### config.mk
export PLATFORM = sky130hd
export DESIGN_NAME = operand_entry_controller
export DESIGN_NICKNAME = d
export VERILOG_FILES = /design/src/rtl/operand_entry_controller.sv
export SDC_FILE = /design/constraint.sdc
export NUM_CORES = 1
export LEC_CHECK = 0
export ABC_AREA = 0
export BUFFER_PORTS_ARGS = -buffer_cell sky130_fd_sc_hd__clkbuf_2
export CORE_MARGIN = 1
export CORE_UTILIZATION = 50
export CTS_BUF_LIST = sky130_fd_sc_hd__clkbuf_4 sky130_fd_sc_hd__clkbuf_8
export DETAILED_ROUTE_END_ITERATION = 12
export PLACE_DENSITY = 0.84
export SLEW_MARGIN = 20
export SYNTH_ARGS = -nofsm -noshare
export SYNTH_HDL_FRONTEND = slang
export SYNTH_SLANG_ARGS = --single-unit
### constraint.sdc
create_clock -name clk -period 2.65 [get_ports clk]
set_input_delay 0.1325 -clock clk [delete_from_list [all_inputs] [get_ports clk]]
set_output_delay 0.1325 -clock clk [all_outputs]
set_load 0.01 [all_outputs]
### src/rtl/operand_entry_controller.sv
// -----------------------------------------------------------------------------
// operand_entry_controller
//
// Input stage for the 4-bit carry-lookahead adder display. One shared 4-bit
// switch bank and one load pushbutton are used to enter two registered
// operands. Each accepted button press captures the switches into the next
// operand in the sequence A, B, A, B, ...
//
// Ports
//   clk       in   system clock; all state updates on the rising edge
//   clr       in   synchronous active-high reset; overrides all other logic
//   sw[3:0]   in   operand switches (asynchronous, quasi-static)
//   btn_load  in   load pushbutton (asynchronous, bouncy, active-high)
//   a[3:0]    out  registered operand A
//   b[3:0]    out  registered operand B
//   valid     out  high while both a and b hold a completed entry pair
//   phase[1:0] out entry FSM state: WAIT_A=00, WAIT_B=01, SHOW=10
//
// Parameters
//   DB_CYCLES  cycles a synchronized level must persist to be accepted
//   CNT_W      debounce counter width; 2**CNT_W must exceed DB_CYCLES
//
// Configuration macro
//   OPERAND_DEBOUNCE_EN  defined:   counter-based debouncer is built
//                        undefined: debounced level is a one-cycle registered
//                                   copy of the synchronized button, and
//                                   DB_CYCLES / CNT_W have no effect
// -----------------------------------------------------------------------------
module operand_entry_controller #(
  parameter int unsigned DB_CYCLES = 1_000_000,
  parameter int unsigned CNT_W     = 20
) (
  input  logic       clk,
  input  logic       clr,
  input  logic [3:0] sw,
  input  logic       btn_load,
  output logic [3:0] a,
  output logic [3:0] b,
  output logic       valid,
  output logic [1:0] phase
);

  typedef enum logic [1:0] {
    WAIT_A  = 2'b00,
    WAIT_B  = 2'b01,
    SHOW    = 2'b10,
    ILLEGAL = 2'b11
  } state_e;

  // Refuse to elaborate a counter too narrow to ever reach DB_CYCLES-1.
  if ((64'd1 << CNT_W) <= 64'(DB_CYCLES)) begin : g_bad_cnt_w
    $error("CNT_W too small for DB_CYCLES");
  end

  // Two-flop synchronizers for the asynchronous inputs.
  logic       btn_meta_q, btn_meta_d;
  logic       btn_s_q,    btn_s_d;
  logic [3:0] sw_meta_q,  sw_meta_d;
  logic [3:0] sw_s_q,     sw_s_d;

  // Debounced level, its one-cycle history, and the press pulse.
  logic       btn_db_q,      btn_db_d;
  logic       btn_db_prev_q, btn_db_prev_d;
  logic       press_q,       press_d;

  // Entry FSM and operand registers.
  state_e     state_q, state_d;
  logic [3:0] a_q, a_d;
  logic [3:0] b_q, b_d;
  logic       valid_q, valid_d;

`ifdef OPERAND_DEBOUNCE_EN
  logic [CNT_W-1:0] cnt_q, cnt_d;
`endif

  always_comb begin
    // NOTE: every combinational output gets a default first, so no path
    // through the case/if tree can leave a signal unassigned and infer a latch.
    btn_meta_d    = btn_load;
    btn_s_d       = btn_meta_q;
    sw_meta_d     = sw;
    sw_s_d        = sw_meta_q;
    btn_db_prev_d = btn_db_q;
    // Rising edge of the debounced level, registered into a one-cycle pulse.
    press_d       = btn_db_q & ~btn_db_prev_q;
    state_d       = state_q;
    a_d           = a_q;
    b_d           = b_q;
    valid_d       = valid_q;

`ifdef OPERAND_DEBOUNCE_EN
    // The counter only runs while the synchronized level disagrees with the
    // accepted level; any agreement, even for one cycle, restarts it.
    btn_db_d = btn_db_q;
    cnt_d    = '0;
    if (btn_s_q != btn_db_q) begin
      if (cnt_q == CNT_W'(DB_CYCLES - 1)) begin
        btn_db_d = ~btn_db_q;
      end else begin
        cnt_d = cnt_q + CNT_W'(1);
      end
    end
`else
    btn_db_d = btn_s_q;
`endif

    unique case (state_q)
      WAIT_A: if (press_q) begin
        a_d     = sw_s_q;
        valid_d = 1'b0;
        state_d = WAIT_B;
      end
      WAIT_B: if (press_q) begin
        b_d     = sw_s_q;
        valid_d = 1'b1;
        state_d = SHOW;
      end
      // A press while showing a result starts a new pair; b keeps its old
      // value until the second press of the pair overwrites it.
      SHOW: if (press_q) begin
        a_d     = sw_s_q;
        valid_d = 1'b0;
        state_d = WAIT_B;
      end
      // Unreachable encoding: recover without touching the operands.
      ILLEGAL: state_d = WAIT_A;
      default: state_d = WAIT_A;
    endcase
  end

  always_ff @(posedge clk) begin
    // NOTE: state registers use non-blocking assignments so every flop samples
    // pre-edge values regardless of statement order.
    if (clr) begin
      btn_meta_q    <= 1'b0;
      btn_s_q       <= 1'b0;
      sw_meta_q     <= 4'h0;
      sw_s_q        <= 4'h0;
      btn_db_q      <= 1'b0;
      btn_db_prev_q <= 1'b0;
      press_q       <= 1'b0;
      state_q       <= WAIT_A;
      a_q           <= 4'h0;
      b_q           <= 4'h0;
      valid_q       <= 1'b0;
`ifdef OPERAND_DEBOUNCE_EN
      cnt_q         <= '0;
`endif
    end else begin
      btn_meta_q    <= btn_meta_d;
      btn_s_q       <= btn_s_d;
      sw_meta_q     <= sw_meta_d;
      sw_s_q        <= sw_s_d;
      btn_db_q      <= btn_db_d;
      btn_db_prev_q <= btn_db_prev_d;
      press_q       <= press_d;
      state_q       <= state_d;
      a_q           <= a_d;
      b_q           <= b_d;
      valid_q       <= valid_d;
`ifdef OPERAND_DEBOUNCE_EN
      cnt_q         <= cnt_d;
`endif
    end
  end

  assign a     = a_q;
  assign b     = b_q;
  assign valid = valid_q;
  assign phase = state_q;

endmodule

# Yosys cells after proc, flatten, opt, wreduce, memory -nomap -nowiden
# Cells that the tools add are included.
dict set report word_totals {
  reg_bits 24
  latchBits 0
  ram_bits 0
  mem_bits_ro 0
  inputBits 7
  elab_cells 31
  n_memories 0
}
dict set report op_classes {
  add_sub_neg 0
  multipliers 0
  n_div 0
  n_lt_le_gt_ge 0
  n_eq_ne 5
  n_shift 0
  mux 6
  n_bitwise 2
  reduce_logical 7
}
# cell count
set ops {}
lappend ops {{case mux 2 bit (3 select lines)} 1}
lappend ops {{AND reduction 2 bit} 3}
lappend ops {{equality test 2 bit (second input constant)} 2}
lappend ops {{two-way mux 2 bit} 2}
lappend ops {{AND reduction 3 bit} 1}
lappend ops {{equality test 2 x 1 -> 1 bit (second input constant)} 1}
lappend ops {{zero test 2 bit} 1}
lappend ops {{two-way mux 1 bit} 2}
lappend ops {{inequality test 2 x 1 -> 1 bit (second input constant)} 1}
lappend ops {{inequality test 2 bit (second input constant)} 1}
lappend ops {{case mux 1 bit (2 select lines)} 1}
lappend ops {{nonzero test 2 bit} 1}
lappend ops {{OR reduction 2 bit} 1}
lappend ops {{bitwise AND 1 bit} 1}
lappend ops {{NOT 1 bit} 1}

# Depth between registers and ports, before layout
# Gate-level depths: netlist of run 1.
dict set report logic_depth {
  word_depth 4
  ltp_mapped 4
  mapped_depth_nobuf 3
}

# Least setup slack after synthesis of run 1
# OpenSTA, ideal clock, no wires.
dict set report synth_timing {
  path_kind {reg2reg}
  from {register state_q[0], in the netlist phase[0]}
  to {register a_q[0], in the netlist a[0]}
  t_arrival_ns 0.874
  t_required_ns 2.532
  path_slack_ns 1.658
  path_stages_with_launch 5
  n_path_buf 1
  period_less_slack_ns 0.992
  path_cell_list {dfxtp_1 nand2b_1 buf_6 mux2i_1 nor2_1}
}
dict set report synth_between {
  elab_chain_len 3
}
# item line_no
set synth_rtl {}
lappend synth_rtl {{start, declared} 67} ;# state_e state_q, state_d;
lappend synth_rtl {{start signal, assigned} 157} ;# state_q <= state_d;
lappend synth_rtl {{equality test 2 bit or zero test 2 bit (tied branches)} 107} ;# unique case (state_q)
lappend synth_rtl {{OR reduction 2 bit (no source line) *} -}
lappend synth_rtl {{AND reduction 2 bit (no source line) *} -}
lappend synth_rtl {{end signal, assigned} 143} ;# a_q <= 4'h0;
lappend synth_rtl {{end signal, assigned} 158} ;# a_q <= a_d;
lappend synth_rtl {{end, declared} 68} ;# logic [3:0] a_q, a_d;
# Mark *: on every way between the ends. The rest lies on a longest branch, timed or not.
# A chain may end at the register's enable or synchronous reset.

# Worst setup path in the final report of run 1
# Ends and elaborated chain as after synthesis.

==> reports/metrics.yaml, run 1 <==
timing:
  tightestPinTransition_ns: 0.405
  setup_slack_ns: 1.54
  rsz0062_at_grt: "false"
  fin_crit_sh: 0.418
  min_period_ns: 1.11
  relSlewSlack: 0.730
  tns_ns: 0
  final_hold_viol_count: 0
  fmaxAchievable_mhz: 903
  fin_skew_ns: 0.00593
  finalMaxSlewViolations: 0
  setup_viol: 0
placed_design:
  pre_cts_ws_ns: 1.56
  place_congestion: 0.643
  hpwl_um: 739
  portBuffers: 17
floorplan:
  dieArea_sq_um: 1680
  die_x_um: 41.0
  core.rowCount: 13
  pin_count: 18
  start_util: 0.563
  coreArea_sq_um: 1350
  die_y_um: 41.0
cts:
  clk_path_buf_depth: 2
  clk_pin_slew_ns: 0.12
  htreeDepth: 1
  clock_sinks: 24
  clock-root-buffer: "clkbuf_4"
  cts.hold.buffers_added: 0
  cts_buffers: 3
  cts_setup_buffers: 0
  cts_tree: "built"
  cts_resized: 0
  insertion_delay_ns: 0.30
flow_run:
  max_cap_viol_count: 0
setup_path:
  cp_num_buf_inv: 0
  critical_path_arrival_ns: 1.29
  end_kind: "register"
  cp_slowest_cell: "dfxtp_1"
  crit_required_ns: 2.84
  critPathMaxFanout: 6
  crit_family: "flip-flops"
  crit_chain: "nand2b_1, mux2i_1, nor2_1"
  slowest_delay_ns: 0.42
  startpoint_type: "register"
  crit_type: "register to register"
power_and_ir_drop:
  vdd_drop_max_v: 0.000423
  p_leak_nw: 0.452
  powerDensity_nw_per_um2: 647
drt:
  drc: 0
  ant_nets: 0
  wl_per_cell_um: 10.1
  drtPass1Iterations: 2
  wirelength_um: 999
  via_per_inst: 4.75
  drt-initial-drc-count: 1
  routed-via-count: 470
synth:
  ys_warn_count: 0
  synthDistinctLibCells: 16
  synth_seq_cells: 24
  netlist.top_cell.by_area: "dfxtp_1"
  synth_seq_area_share: 0.632
  synth_area_sq_um: 761
  synth_top_area_frac: 0.632
  synthCells: 66
  syn_nets: 73
  synth.area.top_cells: "dfxtp_1 63%, mux2i_1 11%, nor2b_1 6.6%, and2b_1 4.9%, nor2_1 3.9%"
  postSynthAreaPerCell_sq_um: 11.5
final_layout:
  final-seq-area_sq_um: 480
  multi_input_area_sq_um: 253
  diodes: 0
  final_nets: 92
  nFillCells: 106
  syn2layout_area_growth_pct: 15.8
  drive_gt1_frac: 0.274
global_routing:
  antenna_found_initial: 0
  grt_pass1_vias: 423
  grt_pass1_wl_um: 1600
  gr-total-overflow: 0
  grt_max_degree: 24
  grt.total_usage: 0.151
run_status:
  status: "complete, no violations"
hold_path:
  hold_class: "input pin to register"
[layout make-up]
cell class                 count  area share
clock buffer                   4      0.0412
inverter                       2     0.00852
multi-input combinational     37       0.287
sequential                    24       0.545
tap                           15      0.0213
timing repair buffer          17      0.0966
[where the power goes]
group	internal (mW)	switching, mW	total, mW
sequential	0.370	0.00316	0.373
clock	0.0837	0.0949	0.179
combinational	0.00984	0.00874	0.0186
[cells by family after synthesis]
logic type | count (synthesis) | share of synthesized area
AO/OA/AOI/OAI | 3 | 0.0247
flip-flops | 24 | 0.632
multiplexers | 8 | 0.105
buffers and inverters | 5 | 0.0362
AND/OR/NAND/NOR | 26 | 0.202
[path summary, 6_finish.rpt]
kind                            slack [ns]                 endpoint                     start  cells past startpoint
worst max-delay path                  1.54        a[0]$_SDFFE_PP0P_     phase[0]$_SDFFE_PP0P_                      3
worst min register to register        0.39       press_q$_SDFF_PP0_  btn_db_prev_q$_SDFF_PP0_                      1
worst min-delay path                  0.03  sw_meta_q[0]$_SDFF_PP0_                     sw[0]                      2
worst max register to register        1.54        a[0]$_SDFFE_PP0P_     phase[0]$_SDFFE_PP0P_                      3
[flip-flops by register name, summed over array words and instances (netlist names)]
signal / flops
sw_meta_q: 4
btn_db_prev_d: 1
phase: 2
sw_s_q: 4
btn_db_d: 1
a: 4
b: 4
btn_db_prev_q: 1
press_q: 1
valid: 1
btn_meta_q: 1
[synth_stat cells]
library cell	n
a21oi_1	2
a21oi_2	1
and2b_1	5
buf_2	1
buf_6	1
clkbuf_1	1
dfxtp_1	24
inv_1	2
mux2i_1	8
nand2b_1	1
nand3b_1	1
nand3b_2	1
nor2_1	8
nor2b_1	8
nor3_1	1
or3_1	1
[layout by cell type, fill, tap and decap left out, drive strengths merged]
cell / instances
nor3: 1
nand2b: 1
nor2b: 8
mux2i: 8
dfxtp: 24
nand3b: 2
or3: 1
and2b: 5
a21oi: 3
clkbuf: 21
inv: 2
nor2: 8
[metrics by stage]
step           hold WS (ns)  instances  utilization  total power, mW  cell area [sq um]
2_1_floorplan         0.204         66            -            0.393                761
3_3_place_gp          0.336         95        0.626            0.399                845
4_1_cts              0.0269         99        0.652            0.576                881
3_5_place_dp          0.344         95        0.626            0.400                845
6_report             0.0311         99        0.652            0.570                881
5_1_grt              0.0132         99        0.652            0.593                881
[layer usage]
| layer | share of wire | up-vias | global-route usage |
|---|---|---|---|
| met5 | 0 | - | 0 |
| met2 | 0.47 | 14 | 0.242 |
| met1 | 0.49 | 207 | 0.170 |
| met4 | 0 | 0 | 0.0750 |
| li1 | - | 249 | - |
| met3 | 0.041 | 0 | 0.0652 |
(Power assumes the default switching activity.)
==> inputs of run 2 (changes only) <==
==> constraint.sdc (replaced) <==
create_clock -name clk -period 1.13 [get_ports clk]
set_input_delay 0.0565 -clock clk [delete_from_list [all_inputs] [get_ports clk]]
set_output_delay 0.0565 -clock clk [all_outputs]
set_load 0.01 [all_outputs]
==> run 2 against run 1 <==
Compared with the run above:
- die area did not move
- non-clock buffer count grew 5
- maximum frequency is 5.7% higher
- clock skew barely moved
- sequential share of layout area down 2.5 points
- via count increased by 5.3%
- sequential power rose by 130%
- critical path depth is the same
- first-iteration DRC count rose to 10 times the previous value
- utilization rose by 3.3 points
- largest cell class unchanged
==> reports/metrics.yaml, run 2 (synthesis gave the netlist of run 1 again) <==
run_status:
  status: "complete, no violations"  # unchanged
floorplan:
  core.rowCount: 13  # unchanged
  die_y_um: 41.0  # unchanged
  start_util: 0.563  # unchanged
  pin_count: 18  # unchanged
  die_x_um: 41.0  # unchanged
  dieArea_sq_um: 1680  # unchanged
  coreArea_sq_um: 1350  # unchanged
final_layout:
  syn2layout_area_growth_pct: 21.7  # was 15.8%
  final_common_cell: "dfxtp_1"  # unchanged
  final_nets: 97  # was 92
  drive_gt1_frac: 0.273  # was 0.274
  layout_common_cells: "23 x dfxtp_1, 17 x clkbuf_2, 8 x nor2b_1, 8 x mux2i_1, 8 x nor2_1"  # was 24 x dfxtp_1, 17 x clkbuf_2, 8 x nor2b_1, 8 x mux2i_1, 8 x nor2_1
  nFillCells: 116  # was 106
  diodes: 0  # unchanged
  design_area_sq_um: 926  # was 881 sq um
setup_path:
  critical_path_arrival_ns: 1.24  # was 1.29 ns
  startpoint_type: "register"  # unchanged
  crit_family: "flip-flops"  # unchanged
  critPathMaxFanout: 6  # unchanged
  r2r_start: "phase[0]$_SDFFE_PP0P_"  # unchanged
  crit_chain: "nand2b_4, mux2i_1, nor2_1"  # was nand2b_1, mux2i_1, nor2_1
  crit_type: "register to register"  # unchanged
  worstReg2RegEnd: "a[0]$_SDFFE_PP0P_"  # unchanged
  end_kind: "register"  # unchanged
  cp_num_buf_inv: 0  # unchanged
  r2r_cells: 3  # unchanged
  slowest_delay_ns: 0.43  # was 0.42 ns
  crit_required_ns: 1.32  # was 2.84 ns
  cp_slowest_cell: "dfxtp_1"  # unchanged
  rrSetupSlack_ns: 0.08  # was 1.54 ns
timing:
  tightestPinTransition_ns: 0.409  # was 0.405 ns
  fin_skew_ns: 0.00607  # was 0.00593 ns
  finalMaxSlewViolations: 0  # unchanged
  min_period_ns: 1.05  # was 1.11 ns
  setup_slack_ns: 0.0816  # was 1.54 ns
  setup_viol: 0  # unchanged
  whs_ns: 0.166  # was 0.0311 ns
  relSlewSlack: 0.727  # was 0.730
  final_hold_viol_count: 0  # unchanged
  rsz0062_at_grt: "false"  # unchanged
  fmaxAchievable_mhz: 954  # was 903 MHz
  fin_crit_sh: 0.928  # was 0.418
placed_design:
  place_congestion: 0.643  # about the same
  place_area_sq_um: 845  # unchanged
  hpwl_um: 792  # was 739 um
  pre_cts_ws_ns: -0.0161  # was 1.56 ns
  portBuffers: 17  # unchanged
hold_path:
  hold_class: "input pin to register"  # unchanged
  whs_path_depth: 2  # unchanged
  whs_endpoint: "phase[1]$_SDFFE_PP0P_"  # was sw_meta_q[0]$_SDFF_PP0_
  min_from: "clr"  # was sw[0]
global_routing:
  antenna_found_initial: 0  # unchanged
  grt_max_degree: 24  # unchanged
  grt_pass1_vias: 406  # was 423
  gr-total-overflow: 0  # unchanged
  grt_pass1_wl_um: 1700  # was 1600 um
  grt.total_usage: 0.165  # was 0.151
cts:
  insertion_delay_ns: 0.30  # about the same
  clock_sinks: 24  # unchanged
  cts_tree: "built"  # unchanged
  clk_pin_slew_ns: 0.12  # about the same
  clk_path_buf_depth: 2  # unchanged
  cts_setup_buffers: 0  # unchanged
  htreeDepth: 1  # unchanged
  clock-root-buffer: "clkbuf_4"  # unchanged
  cts_buffers: 3  # unchanged
drt:
  drc: 0  # unchanged
  via_per_inst: 4.81  # was 4.75
  drt-initial-drc-count: 10  # was 1
  ant_nets: 0  # unchanged
  wl_per_cell_um: 11.0  # was 10.1 um
  routed-via-count: 495  # was 470
  wirelength_um: 1130  # was 999 um
  drtPass1Iterations: 5  # was 2
power_and_ir_drop:
  vdd_drop_max_v: 0.00106  # was 0.000423 V
  p_leak_nw: 0.468  # was 0.452 nW
  powerDensity_nw_per_um2: 1390  # was 647 nW/um^2
flow_run:
  max_cap_viol_count: 0  # unchanged
run 2: final cells by class:
cell class	count	area, sq um	area share
Multi-Input combinational cell	37	260	0.281
Timing Repair Buffer	22	135	0.146
Tap cell	15	18.8	0.0203
Sequential cell	24	482	0.520
Clock buffer	3	22.5	0.0243
Inverter	2	7.51	0.00811
run 2: worst register-to-register path, stage by stage (launching register included):
cell      delay, ns
dfxtp_1        0.43
nand2b_4       0.21
mux2i_1        0.25
nor2_1         0.06
run 2: routing by layer:
metal,vias to the layer above,track usage,share of wire
li1,255,-,-
met3,2,0.0489,0.043
met2,14,0.266,0.48
met4,0,0.125,0.011
met1,224,0.180,0.46
met5,-,0,0
run 2: through the flow:
step	TNS [ns]	instances	power [mW]	utilization
5_1_grt	0	103	1.33	0.686
3_3_place_gp	0	95	0.935	0.626
6_report	0	103	1.29	0.686
4_1_cts	0	103	1.30	0.681
2_1_floorplan	0	66	0.922	-
3_5_place_dp	-0.0161	95	0.938	0.626
run 2: worst max path at each step:
| stage | start | endpoint | slack, ns | cells after the start |
|---|---|---|---|---|
| after global placement | phase[0]$_SDFFE_PP0P_ | a[0]$_SDFFE_PP0P_ | 0.07 | 3 |
| after CTS | phase[0]$_SDFFE_PP0P_ | a[0]$_SDFFE_PP0P_ | 0.05 | 3 |
| after detailed placement | phase[0]$_SDFFE_PP0P_ | a[0]$_SDFFE_PP0P_ | -0.02 | 3 |
| after floorplan | phase[0]$_SDFFE_PP0P_ | a[0]$_SDFFE_PP0P_ | 0.14 | 4 |
| after global routing | phase[0]$_SDFFE_PP0P_ | a[1]$_SDFFE_PP0P_ | 0.03 | 3 |
| final | phase[0]$_SDFFE_PP0P_ | a[0]$_SDFFE_PP0P_ | 0.08 | 3 |
run 2: what timing repair did:
item / CTS / global route
endpoints found under the setup margin: 2 / 2
gates resized for setup: 1 / 2
hold buffers: 5 / 0
endpoints found under the hold margin: 5 / 0
run 2: report_power, final:
part,switching [mW],internal [mW],total (mW)
Combinational,0.0227,0.0350,0.0577
Clock,0.229,0.124,0.354
Sequential,0.00810,0.867,0.875
Total,0.260,1.03,1.29
==> inputs of run 3 (changes only) <==
--- a/config.mk
+++ b/config.mk
@@ -5,13 +5,12 @@
 export SDC_FILE = /design/constraint.sdc
 export NUM_CORES = 1
 export LEC_CHECK = 0
-export ABC_AREA = 0
 export BUFFER_PORTS_ARGS = -buffer_cell sky130_fd_sc_hd__clkbuf_2
 export CORE_MARGIN = 1
-export CORE_UTILIZATION = 50
+export CORE_UTILIZATION = 36
 export CTS_BUF_LIST = sky130_fd_sc_hd__clkbuf_4 sky130_fd_sc_hd__clkbuf_8
 export DETAILED_ROUTE_END_ITERATION = 12
-export PLACE_DENSITY = 0.84
+export PLACE_DENSITY = 0.66
 export SLEW_MARGIN = 20
 export SYNTH_ARGS = -nofsm -noshare
 export SYNTH_HDL_FRONTEND = slang
==> run 3 against run 2 <==
Compared with the run above:
- flip-flop and latch count did not move
- clock skew is 0.0044 ns higher
- cell area rose by 0.95%
- combinational power about the same
- sequential share of layout area shrank 0.62 points
- clock-buffer cell count unchanged
==> reports/metrics.yaml, run 3 (synthesis gave the netlist of run 1 again) <==
run_status:
  status: "complete, no violations"  # unchanged
setup_path:
  end_kind: "register"  # unchanged
  crit_required_ns: 1.31  # was 1.32 ns
  crit_chain: "nand2b_2, mux2i_1, nor2_1"  # was nand2b_4, mux2i_1, nor2_1
  r2r_cells: 3  # unchanged
  critPathMaxFanout: 6  # unchanged
  critical_path_arrival_ns: 1.22  # was 1.24 ns
  slowest_delay_ns: 0.42  # was 0.43 ns
  cp_slowest_cell: "dfxtp_1"  # unchanged
  crit_type: "register to register"  # unchanged
  startpoint_type: "register"  # unchanged
global_routing:
  grt_pass1_wl_um: 1650  # was 1700 um
  grt.total_usage: 0.106  # was 0.165
  antenna_found_initial: 0  # unchanged
  gr-total-overflow: 0  # unchanged
  grt_pass1_vias: 407  # was 406
  grt_max_degree: 24  # unchanged
final_layout:
  diodes: 0  # unchanged
  final_common_cell: "dfxtp_1"  # unchanged
  syn2layout_area_growth_pct: 22.9  # was 21.7%
  design_area_sq_um: 935  # was 926 sq um
  finalNonFillerCells: 115  # was 103
  final_nets: 97  # unchanged
  nFillCells: 191  # was 116
  drive_gt1_frac: 0.261  # was 0.273
  layout_common_cells: "24 x dfxtp_1, 17 x clkbuf_2, 8 x nor2b_1, 8 x mux2i_1, 8 x nor2_1"  # was 23 x dfxtp_1, 17 x clkbuf_2, 8 x nor2b_1, 8 x mux2i_1, 8 x nor2_1
power_and_ir_drop:
  vdd_drop_max_v: 0.00102  # was 0.00106 V
  p_leak_nw: 0.466  # was 0.468 nW
  powerDensity_nw_per_um2: 1370  # was 1390 nW/um^2
  power_mw: 1.28  # was 1.29 mW
timing:
  finalMaxSlewViolations: 0  # unchanged
  setup_slack_ns: 0.0940  # was 0.0816 ns
  relSlewSlack: 0.716  # was 0.727
  fmaxAchievable_mhz: 965  # was 954 MHz
  tns_ns: 0  # unchanged
  final_hold_viol_count: 0  # unchanged
  fin_crit_sh: 0.917  # was 0.928
  rsz0062_at_grt: "false"  # unchanged
  tightestPinTransition_ns: 0.426  # was 0.409 ns
  min_period_ns: 1.04  # was 1.05 ns
  fin_skew_ns: 0.0105  # was 0.00607 ns
  setup_viol: 0  # unchanged
cts:
  cts_setup_buffers: 0  # unchanged
  insertion_delay_ns: 0.30  # about the same
  cts_tree: "built"  # unchanged
  clock-root-buffer: "clkbuf_4"  # unchanged
  clk_pin_slew_ns: 0.12  # about the same
  clock_sinks: 24  # unchanged
  cts_buffers: 3  # unchanged
  clk_path_buf_depth: 2  # unchanged
  htreeDepth: 1  # unchanged
placed_design:
  place_area_sq_um: 860  # was 845 sq um
  dp_cells: 107  # was 95
  place_congestion: 0.666  # was 0.643
  pre_cts_ws_ns: 0.0287  # was -0.0161 ns
  portBuffers: 17  # unchanged
drt:
  via_per_inst: 4.25  # was 4.81
  drt-initial-drc-count: 3  # was 10
  routed-via-count: 489  # was 495
  drtPass1Iterations: 2  # was 5
  wl_met1_um: 509  # was 524 um
  wl_per_cell_um: 9.48  # was 11.0 um
  dr_wl_met2_um: 522  # was 542 um
  top_layer_used: "met4"  # unchanged
  ant_nets: 0  # unchanged
  drc: 0  # unchanged
  wirelength_um: 1090  # was 1130 um
  routed-wl-met3_um: 48  # unchanged
floorplan:
  dieArea_sq_um: 2300  # was 1680 sq um
  pin_count: 18  # unchanged
  start_util: 0.384  # was 0.563
  die_y_um: 48.0  # was 41.0 um
  coreArea_sq_um: 1980  # was 1350 sq um
  die_x_um: 48.0  # was 41.0 um
  core.rowCount: 16  # was 13
hold_path:
  whs_path_depth: 2  # unchanged
  hold_class: "input pin to register"  # unchanged
flow_run:
  max_cap_viol_count: 0  # unchanged
run 3: cell types whose count changed in the layout (fill, tap and decap cells not counted):
cell / before / now
nand2b_2: 0 / 1
dfxtp_2: 1 / 0
nand2b_4: 1 / 0
dfxtp_1: 23 / 24
run 3: critical path: cells and delay by family, from the launching register on:
kind | cells | cell delay (ns)
DFF | 1 | 0.42
and+or+nand+nor | 2 | 0.29
muxes | 1 | 0.20
run 3: routing by layer:
layer,vias to the layer above,GRT usage
met4,0,0.0167
met1,218,0.127
li1,255,-
met5,-,0
met3,2,0.0566
met2,14,0.170
run 3: where the power goes:
part | switching [mW] | internal, mW | leakage, nW
Combinational | 0.0233 | 0.0345 | 0.257
Clock | 0.225 | 0.124 | 0.0138
Sequential | 0.00725 | 0.867 | 0.196
Total | 0.256 | 1.03 | 0.466
run 3: per-stage QoR:
stage / utilization / hold WS, ns
final: 0.472 / 0.176
after global routing: 0.472 / 0.213
after CTS: 0.470 / 0.183
after detailed placement: 0.434 / 0.265
after global placement: 0.434 / 0.262
after floorplan: - / 0.128
run 3: layout make-up:
class / instances / area, sq um / share of cell area
well taps: 27 / 33.8 / 0.0361
flip-flops and latches: 24 / 480 / 0.514
clock buffers: 3 / 22.5 / 0.0241
inverters: 2 / 7.51 / 0.00803
repair buffers: 22 / 135 / 0.145
multi-input cells: 37 / 255 / 0.273
run 3: repair_timing:
action,4_1_cts,5_1_grt
hold endpoints to repair,5,0
hold buffers,5,0
setup endpoints to repair,0,4
resized for setup,0,1
run 3: path summary, 6_finish.rpt:
check | start | end | slack, ns
setup / recovery | phase[0]$_SDFFE_PP0P_ | a[3]$_SDFFE_PP0P_ | 0.09
hold / removal | clr | phase[1]$_SDFFE_PP0P_ | 0.18
setup reg to reg | phase[0]$_SDFFE_PP0P_ | a[3]$_SDFFE_PP0P_ | 0.09
hold reg to reg | btn_db_prev_q$_SDFF_PP0_ | press_q$_SDFF_PP0_ | 0.39
